**src/rtl/srv32_dmem_wbuf.sv**
```systemverilog
// ---------------------------------------------------------------------------
// srv32_dmem_wbuf
// Posted-write buffer on the srv32_core data-memory port.
//
// Core stores go into a DEPTH-entry FIFO in one cycle. They drain to memory
// in order from the FIFO head. A load is forwarded to memory only when no
// buffered (or same-cycle) store can alias it, so RAW order is preserved.
// Read responses pass straight back to the core.
//
// Optional feature macro: SRV32_WBUF_FWD_EN
//   undefined : loads wait until the FIFO is empty and no store is pending.
//   defined   : loads bypass buffered stores to other words. No data
//               forwarding is done.
//
// Ports
//   clk, resetb                      clock, async active-low reset
//   core_wready/core_wvalid          store request / store accepted
//   core_waddr/core_wdata/core_wstrb store payload
//   core_rready/core_rvalid          load request / load accepted
//   core_raddr                       load address
//   core_rresp/core_rdata            load response (from memory)
//   mem_wready/mem_wvalid            write request / memory accepts write
//   mem_waddr/mem_wdata/mem_wstrb    FIFO head entry
//   mem_rready/mem_rvalid            read request / memory accepts read
//   mem_raddr                        read address (= core_raddr)
//   mem_rresp/mem_rdata              read response from memory
//
// While resetb is low, every output is forced to 0.
// ---------------------------------------------------------------------------
module srv32_dmem_wbuf #(
    parameter int DEPTH = 4,
    parameter int AW    = 32
) (
    input  logic          clk,
    input  logic          resetb,
    input  logic          core_wready,
    output logic          core_wvalid,
    input  logic [AW-1:0] core_waddr,
    input  logic [31:0]   core_wdata,
    input  logic [3:0]    core_wstrb,
    input  logic          core_rready,
    output logic          core_rvalid,
    input  logic [AW-1:0] core_raddr,
    output logic          core_rresp,
    output logic [31:0]   core_rdata,
    output logic          mem_wready,
    input  logic          mem_wvalid,
    output logic [AW-1:0] mem_waddr,
    output logic [31:0]   mem_wdata,
    output logic [3:0]    mem_wstrb,
    output logic          mem_rready,
    input  logic          mem_rvalid,
    output logic [AW-1:0] mem_raddr,
    input  logic          mem_rresp,
    input  logic [31:0]   mem_rdata
);

    localparam int          PW       = $clog2(DEPTH);
    localparam logic [PW:0] FULL_CNT = (PW+1)'(DEPTH);

    typedef enum logic [0:0] {
        R_IDLE = 1'b0,
        R_WAIT = 1'b1
    } rstate_t;

    logic [AW-1:0] r_addr [DEPTH];
    logic [31:0]   r_data [DEPTH];
    logic [3:0]    r_strb [DEPTH];
    logic [PW-1:0] r_wr_ptr;
    logic [PW-1:0] r_rd_ptr;
    logic [PW:0]   r_count;
    rstate_t       r_rstate;
    rstate_t       w_rstate_nxt;

    logic w_live;
    logic w_not_full;
    logic w_not_empty;
    logic w_push;
    logic w_pop;
    logic w_rd_clear;
    logic w_mem_rready;
    logic w_rd_xfer;

    // Outputs are held at 0 while reset is asserted.
    assign w_live      = resetb;
    assign w_not_full  = (r_count != FULL_CNT);
    assign w_not_empty = (r_count != {(PW+1){1'b0}});
    assign w_push      = core_wready & w_not_full;
    assign w_pop       = w_not_empty & mem_wvalid;

`ifdef SRV32_WBUF_FWD_EN
    logic w_alias_buf;

    // Word-address match against every live FIFO entry. An entry is live
    // when its distance from the read pointer is below the occupancy.
    always_comb begin
        w_alias_buf = 1'b0;
        for (int i = 0; i < DEPTH; i++) begin
            w_alias_buf = w_alias_buf |
                (({1'b0, (PW'(i) - r_rd_ptr)} < r_count) &
                 (r_addr[i][AW-1:2] == core_raddr[AW-1:2]));
        end
    end

    // A store presented in the same cycle is older than the load.
    assign w_rd_clear = ~w_alias_buf &
                        ~(core_wready & (core_waddr[AW-1:2] == core_raddr[AW-1:2]));
`else
    // Base rule: a load waits for a full drain and no pending store.
    assign w_rd_clear = ~w_not_empty & ~core_wready;
`endif

    assign w_mem_rready = w_live & core_rready & (r_rstate == R_IDLE) & w_rd_clear;
    assign w_rd_xfer    = w_mem_rready & mem_rvalid;

    assign core_wvalid = w_live & w_not_full;
    assign mem_wready  = w_live & w_not_empty;
    assign mem_waddr   = w_live ? r_addr[r_rd_ptr] : {AW{1'b0}};
    assign mem_wdata   = w_live ? r_data[r_rd_ptr] : 32'h0000_0000;
    assign mem_wstrb   = w_live ? r_strb[r_rd_ptr] : 4'h0;
    assign mem_rready  = w_mem_rready;
    assign core_rvalid = w_rd_xfer;
    assign mem_raddr   = w_live ? core_raddr : {AW{1'b0}};
    assign core_rresp  = w_live & mem_rresp;
    assign core_rdata  = w_live ? mem_rdata : 32'h0000_0000;

    // Store FIFO: storage, pointers and occupancy.
    always_ff @(posedge clk or negedge resetb) begin
        if (!resetb) begin
            for (int i = 0; i < DEPTH; i++) begin
                r_addr[i] <= {AW{1'b0}};
                r_data[i] <= 32'h0000_0000;
                r_strb[i] <= 4'h0;
            end
            r_wr_ptr <= {PW{1'b0}};
            r_rd_ptr <= {PW{1'b0}};
            r_count  <= {(PW+1){1'b0}};
        end else begin
            if (w_push) begin
                r_addr[r_wr_ptr] <= core_waddr;
                r_data[r_wr_ptr] <= core_wdata;
                r_strb[r_wr_ptr] <= core_wstrb;
                r_wr_ptr         <= r_wr_ptr + PW'(1);
            end
            if (w_pop) begin
                r_rd_ptr <= r_rd_ptr + PW'(1);
            end
            case ({w_push, w_pop})
                2'b10:   r_count <= r_count + (PW+1)'(1);
                2'b01:   r_count <= r_count - (PW+1)'(1);
                default: r_count <= r_count;
            endcase
        end
    end

    // Read FSM state register.
    always_ff @(posedge clk or negedge resetb) begin
        if (!resetb) begin
            r_rstate <= R_IDLE;
        end else begin
            r_rstate <= w_rstate_nxt;
        end
    end

    // Read FSM next state: one outstanding load. A response seen in
    // R_IDLE is a protocol error and is ignored.
    always_comb begin
        w_rstate_nxt = r_rstate;
        case (r_rstate)
            R_IDLE: begin
                if (w_rd_xfer) begin
                    w_rstate_nxt = R_WAIT;
                end else begin
                    w_rstate_nxt = R_IDLE;
                end
            end
            R_WAIT: begin
                if (mem_rresp) begin
                    w_rstate_nxt = R_IDLE;
                end else begin
                    w_rstate_nxt = R_WAIT;
                end
            end
            default: w_rstate_nxt = R_IDLE;
        endcase
    end

endmodule
```
**config.mk**
```make
export PLATFORM = sky130hd
export DESIGN_NAME = srv32_dmem_wbuf
export DESIGN_NICKNAME = d
export VERILOG_FILES = /design/src/rtl/srv32_dmem_wbuf.sv
export SDC_FILE = /design/constraint.sdc
export NUM_CORES = 1
export LEC_CHECK = 0
export CAP_MARGIN = 5
export CORE_UTILIZATION = 48
export CTS_BUF_LIST = sky130_fd_sc_hd__clkbuf_4 sky130_fd_sc_hd__clkbuf_8
export CTS_CLUSTER_SIZE = 24
export DETAILED_ROUTE_END_ITERATION = 8
export PLACE_DENSITY = 0.87
export SYNTH_ARGS = -nofsm -noshare
export SYNTH_HDL_FRONTEND = slang
export SYNTH_SLANG_ARGS = --single-unit
```
**constraint.sdc**
```tcl
create_clock -name clk -period 2 [get_ports clk]
set_input_delay 0.2 -clock clk [delete_from_list [all_inputs] [get_ports clk]]
set_output_delay 0.2 -clock clk [all_outputs]
set_load 0.05 [all_outputs]
```
; ---- Yosys cells after proc, flatten, opt, wreduce, memory -nomap -nowiden
; Cells that the tools add are included.
[classes]
n_addsub = 4
n_reduce_logical = 3
n_mux = 25
n_eq_ne = 3
n_bitwise = 15
n_lt_le_gt_ge = 3
[ops]
columns = op, n
row1 = two-way mux 32 bit, 9
row2 = bitwise mux 128 bit, 2
row3 = binary-select mux 32 bit (select 2 bit), 2
row4 = demux 32 bit (select 2 bit), 1
row5 = bitwise mux 16 bit, 1
row6 = two-way mux 4 bit, 4
row7 = AND 1 bit, 10
row8 = binary-select mux 4 bit (select 2 bit), 1
row9 = demux 4 bit (select 2 bit), 1
row10 = greater-or-equal comparator 3 bit (second input constant), 2
row11 = inverter 2 -> 3 bit, 2
row12 = one-hot mux 3 bit (2 select lines), 1
row13 = adder 2 x 1 -> 2 bit (second input constant), 2
row14 = adder 3 x 1 -> 3 bit (second input constant), 1
row15 = less-than comparator 3 x 1 -> 1 bit (second input constant), 1
row16 = != test 3 bit (second input constant), 1
row17 = inverter 1 bit, 3
row18 = nonzero test 3 bit, 1
row19 = subtractor 3 x 1 -> 3 bit (second input constant), 1
row20 = equality test 2 x 1 -> 1 bit (second input constant), 1
row21 = equality test 2 bit (second input constant), 1
row22 = two-way mux 1 bit, 2
row23 = one-hot mux 1 bit (2 select lines), 1
row24 = nonzero test 2 bit, 1
row25 = logical AND 1 bit, 1
[totals]
register_bits = 280
out_inout_bits = 137

; ---- Longest topological paths before layout
; Gate-level depths: netlist of the first run.
[depth]
word_depth = 7
mapped_depth = 8

; ---- Worst setup path before layout of the first run
; Ideal clock, no wire load.
[synth_path]
path_kind = reg-to-reg
from = register r_count[0]
to = register r_count[2]
slack_ns = 0.072
path_stages_with_launch = 9
setup_time_ns = 0.079
path_buffers = 0
arrival_time_ns = 1.849
path_cell_list = dfrtp_1 -> nor3b_4 -> nand2b_1 -> ha_1 -> inv_1 -> fa_1 -> xor2_1 -> nor2_1 -> xor2_1
[synth_between]
elab_chain_cells = 4
elab_cells_between_ends = 10
[synth_rtl]
columns = item, line
row1 = from (decl), 71  ; logic [PW:0] r_count;
row2 = from (signal assigned), 137  ; r_count <= {(PW+1){1'b0}};
row3 = from (signal assigned), 149  ; 2'b10: r_count <= r_count + (PW+1)'(1);
row4 = from (signal assigned), 150  ; 2'b01: r_count <= r_count - (PW+1)'(1);
row5 = != test 3 bit or nonzero test 3 bit (tied branches), "86, 87"
row6 = AND 1 bit (on tied branches), "88, 89"
row7 = equality test 2 x 1 -> 1 bit or equality test 2 bit (tied branches), 148  ; case ({w_push, w_pop})
row8 = one-hot mux 3 bit (2 select lines) or nonzero test 2 bit (tied branches), --
; Parallel ways exist; a longest one is shown, timed or not.
; A chain may end at the register's enable or synchronous reset.

; ---- Worst setup path after layout of the first run
[layout_path]
from = register r_rd_ptr[0]
to = output port mem_waddr[6]
[layout_between]
elab_chain_cells = 5
[layout_rtl]
columns = item, line
row1 = from (decl), 70  ; logic [PW-1:0] r_rd_ptr;
row2 = from (signal assigned), 136  ; r_rd_ptr <= {PW{1'b0}};
row3 = from (signal assigned), 146  ; r_rd_ptr <= r_rd_ptr + PW'(1);
row4 = inverter 2 -> 3 bit (implied by the code), 118  ; assign mem_waddr = w_live ? r_addr[r_rd_ptr] : {AW{1'b0}};
row5 = binary-select mux 32 bit (select 2 bit), 118
row6 = two-way mux 32 bit (implied by the code) (2 in a row), 118
row7 = two-way mux 32 bit, 118
row8 = to (decl), 48  ; output logic [AW-1:0] mem_waddr,
; No other way between the ends. The select of a mux whose other input is x is not followed.

==> metrics.txt, run 1 <==
Post-Syn Area ~13,000 µm²; Reg-to-Reg Start r_count[0]; Final Net Count 1,334; Max stage delay on crit path 0.53 ns; Ports 276; routed wire length per instance 21.4 µm; vias in the first global route 9,437; Pwr Density 1700 nW/µm²; status finished with violations; Post-synth ARST share 1.00; vias per cell 5.43; Pre-antenna DRT Iters 4; ys flop type dfrtp_1; Hold Violations, Final 0; area grow syn2layout 45.7%; LEAKAGE 8.02 nW; CTS clk-pin slew, worst paths 0.06 ns; Util after Layout 0.720; reg2reg path depth 9; Synth top cells by count dfrtp_1 (280), mux2_2 (269), and2_1 (133); post-route setup slack -0.385 ns; layout cells sized above 1 0.564; Slew Limit Fails 0; top cells by area, synth dfrtp_1 (54%), mux2_2 (23%), mux4_2 (12%), and2_1 (6.4%), buf_2 (1.1%); placed inst area around 17,000 µm²; Tightest Pin Transition 0.354 ns; die height 167 µm; Setup violations, final 70; filler instances 1,594; most frequent cell after synthesis dfrtp_1; post-synth top area share 0.538; Hold Crit Class in -> async; post-synthesis sequential area ratio 0.538; Port Buf Inserts between 200 and 300; critical path cell sequence buf_12 -> clkbuf_16 -> mux4_2 -> and2_4 -> buf_12; dpl hpwl 20,200 µm; Critical Path AT around 2.2 ns; n_diodes 0; pre-CTS setup slack -0.0382 ns; initial DRC count 496; Initial Util 0.494; violated checks negative setup slack; fin crit period 2.39 ns; DRC 0; antenna violations before repair 1; CP endpoint kind output port; CTS root buf clkbuf_8; Yosys warnings 0; global-route wire length before repair 51,900 µm; die width 167 µm; Worst Setup SP r_rd_ptr[0]; Clock Path Buffers 3; largest net degree at the start of global routing 70; Fmax 419 MHz; RD Place Congestion roughly 0.75; Worst Skew between 0.015 and 0.02 ns; Cell variety after synth 24; Cell Rows 59; cell taking the most area after synthesis dfrtp_1; RSZ-0062 raised after global routing yes; Tcrit/Tclk final 1.19; Sink Count 280; TNS Setup -22.23 ns; MaxCap Viol Count 0; VDD IR-drop max 1.22 mV; core outline area 26,400 µm²; worst-skew pair later-pin latency 0.54 ns; Multi-input gate area about 5900 µm²; EDFF count, synth 0; worst rel slew slack 0.764; H-tree levels 2; crit-path max FO 5; Vias approximately 8,500; WL final roughly 33,000 µm; Syn Area/Cell roughly 15 µm²; Crit-path slowest cell mux4_2; Mapped Nets 998; FF/Latch Area 7020 µm²; Seq cells post-synth 280; final instance area 19,000 µm²; post-synthesis instance total 853; crit-path most repeated cell buf_12; ANT nets after route 0; data required time of the critical path 1.80 ns; WS Path Type reg -> out; die area about 28,000 µm²; global route total overflow 0; Setup crit start kind register; Num CTS Buffers 47; GRT Total Usage 0.237; CTS tree built
==> routing by layer <==
metal	wire length, µm	global-route usage	vias to the layer above	part of all wire
met5	13	0	-	0.00039
met4	658	0.0721	2	0.020
met3	1940	0.0520	53	0.058
met2	17000	0.405	266	0.51
met1	13900	0.302	4411	0.42
li1	-	-	3740	-
==> final cells by class <==
cell class | instances | share of cell area
sequential | 280 | 0.370
multi-input combinational | 508 | 0.312
timing repair buffer | 346 | 0.239
clock buffer | 80 | 0.0534
tap | 335 | 0.0221
clock inverter | 6 | 0.00290
inverter | 6 | 0.00119
==> through the flow <==
step / cells / power (mW) / hold WS, ns
after detailed placement: 1445 / 24.8 / 0.0959
after global routing: 1561 / 33.8 / 0.0242
after floorplan: 853 / 20.2 / -0.0956
after global placement: 1445 / 24.3 / 0.0921
after CTS: 1548 / 31.6 / 0.00618
final: 1561 / 32.3 / 0.0400
==> worst paths after layout <==
| check | to | slack [ns] |
|---|---|---|
| max in group asynchronous | r_data[27] | 1.04 |
| setup / recovery | mem_waddr[6] | -0.39 |
| min in group clk | r_rstate | 0.21 |
| hold / removal | r_addr[127] | 0.04 |
| hold reg to reg | r_addr[74] | 0.49 |
| setup reg to reg | r_count[2] | -0.01 |
==> report_power, final <==
part | switching (mW) | internal, mW
combinational | 7.40 | 9.03
clock | 2.27 | 3.31
sequential | 1.62 | 8.62
total | 11.3 | 21.0
==> layout by cell type (no fill, tap or decap), drive strengths merged <==
cell type and n:
mux2i 1, nor2 7, nand2 6, clkdlybuf4s50 137, dlygate4sd3 10, mux4 68
clkinv 5, and2 133, o31a 1, nor3 1, nor3b 1, nand2b 1
nand4b 1, inv 6, xnor2 3, o22ai 1, bufinv 1, xor2 3
ha 5, fa 1, buf 193, mux2 273, clkbuf 86, nor2b 2
dfrtp 280
==> cell families after synthesis <==
logic type                 Yosys count  synth area share
muxes                              342             0.354
DFF                                280             0.538
xor gates and xnor gates             6           0.00404
buffers and inverters               65            0.0244
and+or+nand+nor                    152            0.0716
adders and majority gates            6           0.00634
AOI/OAI and AO/OA                    2           0.00115
==> critical path, delay by kind of cell, from the launching register on <==
kind,cells,cell delay (ns)
simple gates,1,0.17
flops,1,0.49
buf+inv,3,0.45
mux,1,0.53
==> state kept, by name, summed over array words and instances, names as in the netlist <==
signal,count
r_count,3
r_addr,128
r_strb,16
r_rd_ptr,2
r_data,128
r_wr_ptr,2
r_rstate,1
==> what timing repair did <==
item / in CTS / in global routing
setup endpoints to repair: 70 / 75
pin swaps: 4 / 23
buffers inserted: 3 / 7
gates resized for setup: 108 / 29
gates cloned: 0 / 7
hold buffers: 14 / 0
hold endpoints to repair: 251 / 0
No activity file was read; power rests on OpenSTA's default activity.
==> inputs of run 2 (changes only) <==
--- a/config.mk
+++ b/config.mk
@@ -6,6 +6,7 @@
 export NUM_CORES = 1
 export LEC_CHECK = 0
 export CAP_MARGIN = 5
+export CORE_MARGIN = 2
 export CORE_UTILIZATION = 48
 export CTS_BUF_LIST = sky130_fd_sc_hd__clkbuf_4 sky130_fd_sc_hd__clkbuf_8
 export CTS_CLUSTER_SIZE = 24
==> run 2 against run 1 <==
Against the previous run: the flow still finishes with violations (negative setup slack); clock power decreased by 5.2%; maximum frequency increased by 0.95%; worst hold slack got worse by 0.030 ns; clock skew decreased by 0.0023 ns; sequential power about the same; via count decreased by 1.9%; critical path type unchanged; largest power group unchanged.
==> metrics.txt, run 2 (synthesized netlist as in run 1, its figures left out) <==
status finished with violations; violated checks negative setup slack; worst-skew pair later-pin latency 0.54 ns (about the same); die width 169 µm (+1.2%); Sw Share 0.348 (-0.00236); Slew Limit Fails 0 (unchanged); Num CTS Buffers 45 (-4.3%); post-route setup slack -0.363 ns (+0.0225 ns); Setup crit start kind register; routed wire length per instance 20.3 µm (-5.2%); H-tree levels 2 (unchanged); Setup violations, final 70 (unchanged); final instance area 18,700 µm² (-1.4%); pre-CTS setup slack -0.00252 ns (+0.0357 ns); CTS clk-pin slew, worst paths 0.06 ns (about the same); global-route wire length before repair 48,900 µm (-5.8%); most frequent cells in the layout dfrtp_1 (276), mux2_2 (269), clkdlybuf4s50_1 (137); Ports 276 (unchanged); Pre-antenna DRT Iters 4 (unchanged); DRC 0 (unchanged); data required time of the critical path 1.80 ns (about the same); VDD IR-drop max 1.16 mV (-4.3%); hold slack 0.0103 ns (-0.0297 ns); vias in the first global route 9,097 (-3.6%); initial DRC count 265 (-47%); Pwr Density 1690 nW/µm² (-0.70%); fin crit period 2.36 ns (-0.0225 ns); clock power share 0.168 (-0.005); most common library cell in the layout ignoring fill and taps dfrtp_1; fin cells 1,558 (-0.19%); Fmax 423 MHz (+0.95%); Comb power frac 0.511 (about the same); layout cells sized above 1 0.571 (+0.00664); Final Net Count 1,327 (-0.52%); Switching Power 11.0 mW (-2.7%); die height 169 µm (+1.2%); n_diodes 0 (unchanged); vias per cell 5.34 (-1.7%); antenna violations before repair 1 (unchanged); dpl hpwl 20,700 µm (+2.5%); core outline area 26,800 µm² (+1.7%); Sink Count 280 (unchanged); top flop regs r_addr (128), r_data (128), r_strb (16); Tightest Pin Transition 0.327 ns (-0.0265 ns); crit-path max FO 7 (+2); Placed Cells 1,458 (+0.90%); CTS root buf clkbuf_8; Hold Violations, Final 0 (unchanged); Port Buf Inserts 275 (unchanged); area grow syn2layout 43.7%; total power 31.6 mW (-2.0%); register share of total power 0.321 (+0.004); Hold Crit Class in -> async; Critical Path AT 2.16 ns (-0.03 ns); Initial Util 0.486 (-0.00824); Worst Skew 0.0150 ns (-0.00235 ns); ANT nets after route 0 (unchanged); CTS tree built; filler instances 1,739 (+9.1%); Tcrit/Tclk final 1.18 (-0.0112); LEAKAGE 7.93 nW (-1.1%); Cell Rows 60 (+1.7%); WS Path Type reg -> out; MaxCap Viol Count 0 (unchanged); placed inst area 16,900 µm² (-0.89%); WL final 31,700 µm (-5.3%); FF/Latch Area 7020 µm² (about the same); GRT Total Usage 0.215 (-0.0213); RD Place Congestion 0.811 (+8.0%); die area 28,500 µm² (+2.4%); global route total overflow 0 (unchanged); Vias 8,313 (-1.9%); largest net degree at the start of global routing 55 (-21%); RSZ-0062 raised after global routing yes; worst rel slew slack 0.781 (+0.0178); CP endpoint kind output port; Clock Path Buffers 3 (unchanged); total internal power 20.6 mW (-1.7%); Multi-input gate area 5910 µm² (about the same)
-- run 2: critical path, stage by stage (launching register included) --
cell	delay (ns)
dfrtp_4	0.46
buf_12	0.15
buf_16	0.15
mux4_2	0.54
and2_4	0.18
buf_6	0.14
-- run 2: final timing paths --
path / start / end / depth (start not counted) / slack [ns]
hold reg to reg: r_data[109] / r_data[109] / 1 / 0.49
setup / recovery: r_rd_ptr[0] / mem_wdata[31] / 5 / -0.36
min in group clk: mem_rresp / r_rstate / 2 / 0.29
setup reg to reg: r_count[0] / r_count[2] / 9 / 0.03
max in group asynchronous: resetb / r_addr[76] / 3 / 1.40
hold / removal: resetb / r_addr[125] / 3 / 0.01
-- run 2: layout make-up --
cell class	instances	share of cell area
clock buffers	76	0.0505
clock inverters	6	0.00334
inverters	6	0.00120
multi-input cells	508	0.316
flip-flops and latches	280	0.375
well taps	341	0.0228
repair buffers	341	0.231
-- run 2: routing by layer --
| metal | wire length [µm] | global-route usage | part of all wire |
|---|---|---|---|
| met5 | 13 | 0 | 0.00041 |
| met4 | 617 | 0.0551 | 0.019 |
| met3 | 1690 | 0.0465 | 0.053 |
| met2 | 15600 | 0.361 | 0.49 |
| met1 | 13700 | 0.288 | 0.43 |
-- run 2: timing repair --
item                                   CTS  global route
hold buffers                             1             1
resized for setup                       66            85
endpoints found under the hold margin  148            12
cloned                                   0             8
setup endpoints to repair               70           101
pin swaps                                4             5
buffers inserted                         5             4
-- run 2: metrics by stage --
| stage | TNS [ns] | util |
|---|---|---|
| 5_1_grt | -27.40 | 0.698 |
| 6_report | -22.49 | 0.698 |
| 3_3_place_gp | 0 | 0.632 |
| 3_5_place_dp | -0.00252 | 0.632 |
| 2_1_floorplan | 0 | - |
| 4_1_cts | -26.61 | 0.679 |
-- run 2: power groups by stage --
stage	Combinational, mW	Clock, mW	Sequential, mW
after floorplan	10.6	0	9.59
final	16.1	5.29	10.2
after detailed placement	14.2	0	10.2
after global placement	13.9	0	9.99
after global routing	17.0	5.68	10.5
after CTS	15.0	5.41	10.1
